$ cat config.mk
export PLATFORM = sky130hd
export DESIGN_NAME = data_cache_refill_controller
export DESIGN_NICKNAME = d
export VERILOG_FILES = /design/src/rtl/load_store_unit_pkg.sv /design/src/rtl/data_cache_victim_select.sv /design/src/rtl/data_cache_refill_controller.sv
export SDC_FILE = /design/constraint.sdc
export NUM_CORES = 1
export LEC_CHECK = 0
export BUFFER_PORTS_ARGS = -buffer_cell sky130_fd_sc_hd__buf_2
export CELL_PAD_IN_SITES_DETAIL_PLACEMENT = 1
export CELL_PAD_IN_SITES_GLOBAL_PLACEMENT = 2
export CORE_MARGIN = 2
export CORE_UTILIZATION = 25
export CTS_BUF_LIST = sky130_fd_sc_hd__clkbuf_8
export DETAILED_ROUTE_END_ITERATION = 6
export GPL_ROUTABILITY_DRIVEN = 0
export PLACE_DENSITY_LB_ADDON = 0.1
export SLEW_MARGIN = 25
export SYNTH_ARGS = -nofsm -noshare
export SYNTH_HDL_FRONTEND = slang
export SYNTH_SLANG_ARGS = --single-unit
$ cat constraint.sdc
create_clock -name clk_i -period 2.5 [get_ports clk_i]
set_input_delay 0.25 -clock clk_i [delete_from_list [all_inputs] [get_ports clk_i]]
set_output_delay 0.25 -clock clk_i [all_outputs]
set_load 0.02 [all_outputs]
$ cat src/rtl/load_store_unit_pkg.sv
// Shared constants and types for the load/store unit data cache refill path.
package load_store_unit_pkg;

   localparam int WAYS_NUMBER = 4;
   localparam int WAY_ADDR    = 2;
   localparam int PORT_WIDTH  = 32;
   localparam int TAG_SIZE    = 20;
   localparam int INDEX_SIZE  = 8;
   localparam int BLOCK_WORDS = 4;
   localparam int OFFSET_SIZE = 2;

   typedef enum logic [2:0] {
      IDLE     = 3'd0,
      ALLOCATE = 3'd1,
      REQUEST  = 3'd2,
      REFILL   = 3'd3,
      DONE     = 3'd4
   } refill_state_t;

endpackage

$ cat src/rtl/data_cache_victim_select.sv
// Victim way selection: first invalid way wins; when the set is full a
// round-robin pointer chooses the way and advances on that allocation.
module data_cache_victim_select #(
   parameter int WAYS_NUMBER = load_store_unit_pkg::WAYS_NUMBER,
   parameter int WAY_ADDR    = load_store_unit_pkg::WAY_ADDR
) (
   input  logic                   clk_i,
   input  logic                   rst_i,
   input  logic [WAYS_NUMBER-1:0] set_valid_i,
   input  logic                   allocate_i,
   output logic [WAY_ADDR-1:0]    victim_o
);

   logic [WAY_ADDR-1:0] rr_ptr_q;
   logic [WAY_ADDR-1:0] rr_ptr_d;
   logic [WAY_ADDR-1:0] first_free;
   logic                any_free;

   // Priority encoder: scanning downwards leaves the lowest free way selected.
   always_comb begin
      any_free   = 1'b0;
      first_free = '0;
      for (int i = WAYS_NUMBER - 1; i >= 0; i--) begin
         if (!set_valid_i[i]) begin
            any_free   = 1'b1;
            first_free = WAY_ADDR'(i);
         end
      end
   end

   assign victim_o = any_free ? first_free : rr_ptr_q;

   // Pointer only moves when it actually supplied the victim.
   always_comb begin
      rr_ptr_d = rr_ptr_q;
      if (allocate_i && !any_free) begin
         rr_ptr_d = (rr_ptr_q == WAY_ADDR'(WAYS_NUMBER - 1)) ? '0 : rr_ptr_q + WAY_ADDR'(1);
      end
   end

   // Round-robin pointer register.
   always_ff @(posedge clk_i or posedge rst_i) begin
      if (rst_i) begin
         rr_ptr_q <= '0;
      end else begin
         rr_ptr_q <= rr_ptr_d;
      end
   end

endmodule

$ cat src/rtl/data_cache_refill_controller.sv
// Data cache refill controller: on a read miss, allocates a victim way,
// streams the block in from memory and writes it into cache port 0. The tag
// and valid bit are written only with the final word.
//
//  state    | meaning
//  ---------+-----------------------------------------------------------
//  IDLE     | waiting for miss_i; latches tag and index
//  ALLOCATE | victim way chosen and latched
//  REQUEST  | memory request raised until the first word returns
//  REFILL   | remaining words written as they arrive
//  DONE     | one-cycle completion pulse
module data_cache_refill_controller
   import load_store_unit_pkg::refill_state_t;
   import load_store_unit_pkg::IDLE;
   import load_store_unit_pkg::ALLOCATE;
   import load_store_unit_pkg::REQUEST;
   import load_store_unit_pkg::REFILL;
   import load_store_unit_pkg::DONE;
#(
   parameter int WAYS_NUMBER = load_store_unit_pkg::WAYS_NUMBER,
   parameter int WAY_ADDR    = load_store_unit_pkg::WAY_ADDR,
   parameter int PORT_WIDTH  = load_store_unit_pkg::PORT_WIDTH,
   parameter int TAG_SIZE    = load_store_unit_pkg::TAG_SIZE,
   parameter int INDEX_SIZE  = load_store_unit_pkg::INDEX_SIZE,
   parameter int BLOCK_WORDS = load_store_unit_pkg::BLOCK_WORDS,
   parameter int OFFSET_SIZE = load_store_unit_pkg::OFFSET_SIZE
) (
   input  logic                           clk_i,
   input  logic                           rst_i,
   input  logic                           miss_i,
   input  logic [TAG_SIZE-1:0]            miss_tag_i,
   input  logic [INDEX_SIZE-1:0]          miss_index_i,
   input  logic [WAYS_NUMBER-1:0]         set_valid_i,
   output logic                           refill_busy_o,
   output logic                           refill_done_o,
   output logic                           mem_request_o,
   output logic [TAG_SIZE+INDEX_SIZE-1:0] mem_address_o,
   input  logic [PORT_WIDTH-1:0]          mem_data_i,
   input  logic                           mem_valid_i,
   output logic                           cache_write_o,
   output logic [WAY_ADDR-1:0]            cache_way_o,
   output logic [INDEX_SIZE-1:0]          cache_index_o,
   output logic [OFFSET_SIZE-1:0]         cache_offset_o,
   output logic [PORT_WIDTH-1:0]          cache_data_o,
   output logic                           cache_tag_write_o,
   output logic [TAG_SIZE-1:0]            cache_tag_o
);

   refill_state_t          state_q, state_d;
   logic [TAG_SIZE-1:0]    tag_q, tag_d;
   logic [INDEX_SIZE-1:0]  index_q, index_d;
   logic [WAY_ADDR-1:0]    way_q, way_d;
   logic [OFFSET_SIZE-1:0] word_q, word_d;
   logic [WAY_ADDR-1:0]    victim;
   logic                   last_word;

   data_cache_victim_select #(
      .WAYS_NUMBER (WAYS_NUMBER),
      .WAY_ADDR    (WAY_ADDR)
   ) u_victim_select (
      .clk_i       (clk_i),
      .rst_i       (rst_i),
      .set_valid_i (set_valid_i),
      .allocate_i  (state_q == ALLOCATE),
      .victim_o    (victim)
   );

   assign last_word = (word_q == OFFSET_SIZE'(BLOCK_WORDS - 1));

   // Next-state and output decode; everything is zero in IDLE.
   always_comb begin
      state_d           = state_q;
      tag_d             = tag_q;
      index_d           = index_q;
      way_d             = way_q;
      word_d            = word_q;
      refill_busy_o     = 1'b0;
      refill_done_o     = 1'b0;
      mem_request_o     = 1'b0;
      mem_address_o     = '0;
      cache_write_o     = 1'b0;
      cache_way_o       = '0;
      cache_index_o     = '0;
      cache_offset_o    = '0;
      cache_data_o      = '0;
      cache_tag_write_o = 1'b0;
      cache_tag_o       = '0;

      if (state_q != IDLE) begin
         refill_busy_o = 1'b1;
         mem_address_o = {tag_q, index_q};
         cache_way_o   = way_q;
         cache_index_o = index_q;
         cache_tag_o   = tag_q;
      end

      // Memory words are only accepted while the line is being filled.
      if ((state_q == REQUEST) || (state_q == REFILL)) begin
         cache_write_o     = mem_valid_i;
         cache_data_o      = mem_data_i;
         cache_offset_o    = word_q;
         cache_tag_write_o = mem_valid_i && last_word;
         if (mem_valid_i) begin
            word_d = last_word ? '0 : word_q + OFFSET_SIZE'(1);
         end
      end

      case (state_q)
         IDLE: begin
            if (miss_i) begin
               tag_d   = miss_tag_i;
               index_d = miss_index_i;
               state_d = ALLOCATE;
            end
         end
         ALLOCATE: begin
            cache_way_o = victim;
            way_d       = victim;
            state_d     = REQUEST;
         end
         REQUEST: begin
            mem_request_o = 1'b1;
            if (mem_valid_i) begin
               state_d = last_word ? DONE : REFILL;
            end
         end
         REFILL: begin
            if (mem_valid_i && last_word) begin
               state_d = DONE;
            end
         end
         DONE: begin
            refill_done_o = 1'b1;
            state_d       = IDLE;
         end
         default: begin
            state_d = IDLE;
         end
      endcase
   end

   // State and latched request registers; reset aborts any refill in flight.
   always_ff @(posedge clk_i or posedge rst_i) begin
      if (rst_i) begin
         state_q <= IDLE;
         tag_q   <= '0;
         index_q <= '0;
         way_q   <= '0;
         word_q  <= '0;
      end else begin
         state_q <= state_d;
         tag_q   <= tag_d;
         index_q <= index_d;
         way_q   <= way_d;
         word_q  <= word_d;
      end
   end

endmodule
Word level (Yosys, flattened, before mapping)
Cells that the tools add are included.

Flip-flop bits (word level): 37.

Multiplexer cells: 28. Equality and inequality tests: 9. Add/subtract/negate cells: 2. Reductions and logical operators: 9.

Operator list (count): two-way mux 32 bit (1); two-way mux 28 bit (1); two-way mux 2 bit (10); two-way mux 20 bit (1); two-way mux 3 bit (4); case mux 3 bit (4 select lines) (1); two-way mux 1 bit (9); two-way mux 8 bit (1); equality test 3 x 2 -> 1 bit, second input constant (2); adder 2 x 1 -> 2 bit, second input constant (2); equality test 2 bit, second input constant (2); != test 2 bit, second input constant (2); AND reduction 2 bit (2); equality test 3 x 1 -> 1 bit, second input constant (1); equality test 3 bit, second input constant (1); zero test 3 bit (1); AND reduction 3 bit (1); nonzero test 3 bit (1); logical AND 1 bit (2); != test 2 x 1 -> 1 bit, second input constant (1); zero test 1 bit (1); logical OR 1 bit (1).

Longest topological paths before layout
Word-level depth: 6. Gate-level depth with buffers: 5. Depth with buffers taken out: 4.

Modules after synthesis
A second synthesis with hierarchy kept.

Cell total of the unflattened synthesis: 204. Area total of the unflattened synthesis: 2187.1 um^2.

By module, submodules not included: data_cache_refill_controller (sequential area each 875.8 um^2, times used 1, area each 2040.7 um^2, cells each 189); data_cache_victim_select (sequential area each 50.0 um^2, times used 1, area each 146.4 um^2, cells each 15).

Least setup slack after synthesis
OpenSTA, ideal clock, no wires.

Kind: reg-to-output. Start: reg state_q[2]. End: out cache_data_o[10]. Path slack: 0.937 ns. Data required time: 2.250 ns. Arrival: 1.313 ns. Stages on the path, launching flop included: 5. Buffers on the path: 2. Path through: dfrtp_1 and2b_1 clkbuf_1 clkbuf_1 and2_1.

Longest elaborated chain between the ends: 3. Elaborated cells between the ends (all ways): 4. Those cells by class: eq/ne (2); mux (1); reduce/logical (1).

RTL lines: start: declaration (line data_cache_refill_controller.sv:49) `refill_state_t state_q, state_d;`; start signal: assignment (line data_cache_refill_controller.sv:151) `state_q <= state_d;`; equality test 3 x 2 -> 1 bit (line data_cache_refill_controller.sv:98) `if ((state_q == REQUEST) || (state_q == REFILL)) begin`; logical OR 1 bit (*) (line data_cache_refill_controller.sv:98); two-way mux 32 bit (*) (line data_cache_refill_controller.sv:98); end: declaration (line data_cache_refill_controller.sv:44) `output logic [PORT_WIDTH-1:0] cache_data_o,`.

Mark *: on every way between the ends. The rest lies on a longest branch, timed or not.

Worst setup path in the final report
Start: reg state_q[2]. End: out cache_tag_write_o.

Longest elaborated chain between the ends: 3. Elaborated cells between the ends (all ways): 4. Those cells by class: eq/ne (2); mux (1); reduce/logical (1).

RTL lines: equality test 3 x 2 -> 1 bit (line data_cache_refill_controller.sv:98); logical OR 1 bit (*) (line data_cache_refill_controller.sv:98); two-way mux 1 bit (*) (line data_cache_refill_controller.sv:98); end: declaration (line data_cache_refill_controller.sv:45) `output logic cache_tag_write_o,`.

Marked as above.

==> results_dict.tcl <==
set metrics [dict create \
    synth_warnings 0 \
    synthDominantCellAreaShare 0.4079 \
    htree_levels 2 \
    die_width_um 99.28 \
    syn_to_final_growth_pct 35.45 \
    synth.largest_area_cell "dfrtp_1" \
    path_clk_slew_ns 0.07 \
    startpoint_type "register" \
    place_hpwl_mm 4.929 \
    drc 0 \
    layout_common_cells "buf_2, dfrtp_1, and2_1" \
    via_per_inst 4.227 \
    numCtsBuffers 5 \
    clkLatencyLatePin_ns 0.28 \
    dr.first_iter.drc_count 30 \
    grt_util_met3 0.04498 \
    hold_violations 0 \
    ir_drop_mv 0.3559 \
    period_share 0.8356 \
    mappedNetlistArea_um2 2270 \
    wl_per_cell_um 13.50 \
    antenna_found_initial 0 \
    synth-seq-cells 37 \
    cp-end-kind "primary output" \
    leakage_uw 0.001691 \
    port_buffers 164 \
    grt_max_degree 38 \
    firstDrtPassIters 4 \
    grt_pass1_vias 2014 \
    outcome "finished, final reports clean" \
    timing.slew.headroom 0.6769 \
    fin_crit_ns 2.089 \
    post_cts_resized 0 \
    floorplan.initialDensity 0.2590 \
    tns_ns 0 \
    grt_use_met2 0.2188 \
    tightestPinTransition_ns 0.4847 \
    num_vias 1915 \
    syn_nets 278 \
    avgSynthCellArea_um2 10.91 \
    crit_arrival_ns 1.84 \
    setup_viol 0 \
    grt_pass1_wl_mm 9.687 \
    netlist_top_cells_area "dfrtp_1, mux2_4, and2_1" \
    use_met1 0.1428 \
    netlist-cell-type-count 25 \
    path_class "register to primary output" \
    root_buffer "clkbuf_8" \
    yosysSeqAreaShare 0.4079 \
    gr-usage-all-layers 0.1219 \
    coreArea_um2 8763 \
    busiest_layer "met2" \
    ios 165 \
    finClkSkew_ns 0.005817 \
    cts.hold.buffers_added 0 \
    final_max_slew_viol_count 0 \
    row_count 34 \
    fin_area_um2 3074 \
    ant_nets 0 \
    die_y_um 99.28 \
    nets 415 \
    cts_tree "yes" \
    layout_commonest_cell "buf_2" \
    drive_above_1_share 0.6116 \
    rsz0062_at_grt "no" \
    cts_setup_buffers 0 \
    power_density_nw_per_um2 1524 \
    syn_inst 208 \
    clock_path_buffers 2 \
    clock_sinks 37 \
    clock.fmax_mhz 478.7 \
    diodes 0 \
    place_area_um2 2988 \
    cp.required_ns 2.25 \
    max-cap-violations 0 \
    die_area_um2 9857 \
    path_max_fanout 22 \
    drt-total-wl_mm 6.114 \
    hold_path_class "primary input to asynchronous set/reset pin" \
    n_fill_cell 1052 \
    grt_remaining_overflow 0 \
]
-- Yosys cell counts --
master and number:
dfrtp_1 37, and2_1 36, nor2b_1 30, buf_4 28, mux2_4 20, mux2_2 12, nand2_1 10, clkbuf_1 7
inv_1 4, nor2_1 4, o21ai_0 3, a21oi_1 2, buf_12 2, ha_1 2, and2b_1 1, and2b_2 1
buf_6 1, nand3_1 1, nand3b_1 1, nor3_2 1, nor3_4 1, nor3b_1 1, o2111ai_1 1, o211ai_1 1
or3b_4 1
-- per-layer routing --
layer	part of all wire	vias up
met1	0.40	904
met5	0	-
met3	0.099	6
met4	0.0057	0
li1	-	910
met2	0.50	95
-- sequential cells by signal (all words and copies together), names as in the netlist --
name / count
index_q: 8
state_q: 3
tag_q: 20
u_victim_select.rr_ptr_q: 2
way_q: 2
word_q: 2
-- final timing paths --
path	cells past startpoint	endpoint	slack, ns	startpoint
worst max-delay path	4	cache_tag_write_o	0.41	state_q[2]
worst min-delay path	3	word_q[1]	0.06	rst_i
worst max register to register	4	tag_q[17]	0.71	state_q[0]
worst min register to register	2	way_q[0]	0.48	way_q[0]
max in group asynchronous	3	index_q[6]	2.08	rst_i
min in group clk_i	2	tag_q[7]	0.19	miss_tag_i[7]
-- cells by family (layout without fill, tap and decap cells) --
group                    after synthesis  count (layout)  synth area share
AO/OA/AOI/OAI                          7               7           0.01819
adder cells (fa/ha/maj)                2               2           0.01102
buffers and inverters                 42             179            0.1334
flip-flops                            37              37            0.4079
multiplexers                          32              32            0.1918
AND/OR/NAND/NOR                       88              88            0.2376
-- per-stage QoR --
step                        util  setup WS (ns)  hold slack [ns]  cells  power, uW
final                     0.3508         0.4109          0.06405    453       4684
after global routing      0.3508         0.2315           0.1329    453       5044
after CTS                 0.3508         0.3623          0.09530    453       4778
after detailed placement  0.3409         0.7000           0.4068    446       4337
after global placement    0.3409         0.7029           0.4028    446       4320
after floorplan                -         0.9373           0.3808    208       3684
-- critical path: stages (launching register included) --
cell and delay [ns]:
dfrtp_1 0.47, and2b_1 0.48, buf_4 0.28, nor2b_1 0.15
buf_2 0.17
-- power by group --
| group | total (uW) | switching (uW) | internal [uW] | leakage (uW) |
|---|---|---|---|---|
| registers | 1070 | 174 | 896 | 0.000445 |
| logic | 3200 | 1910 | 1290 | 0.00120 |
| clock network | 417 | 203 | 215 | 0.0000485 |
| total | 4680 | 2290 | 2400 | 0.00169 |
-- final cells by class --
cell class	instances	area [um2]	share of cell area
clock buffers	6	82.58	0.02686
inverters	4	15.01	0.004884
multi-input cells	129	1049	0.3411
repair buffers	168	863.3	0.2808
clock inverters	1	3.754	0.001221
well taps	108	135.1	0.04396
flip-flops and latches	37	925.9	0.3012
Note: power is estimated with default switching activity, not from simulation.
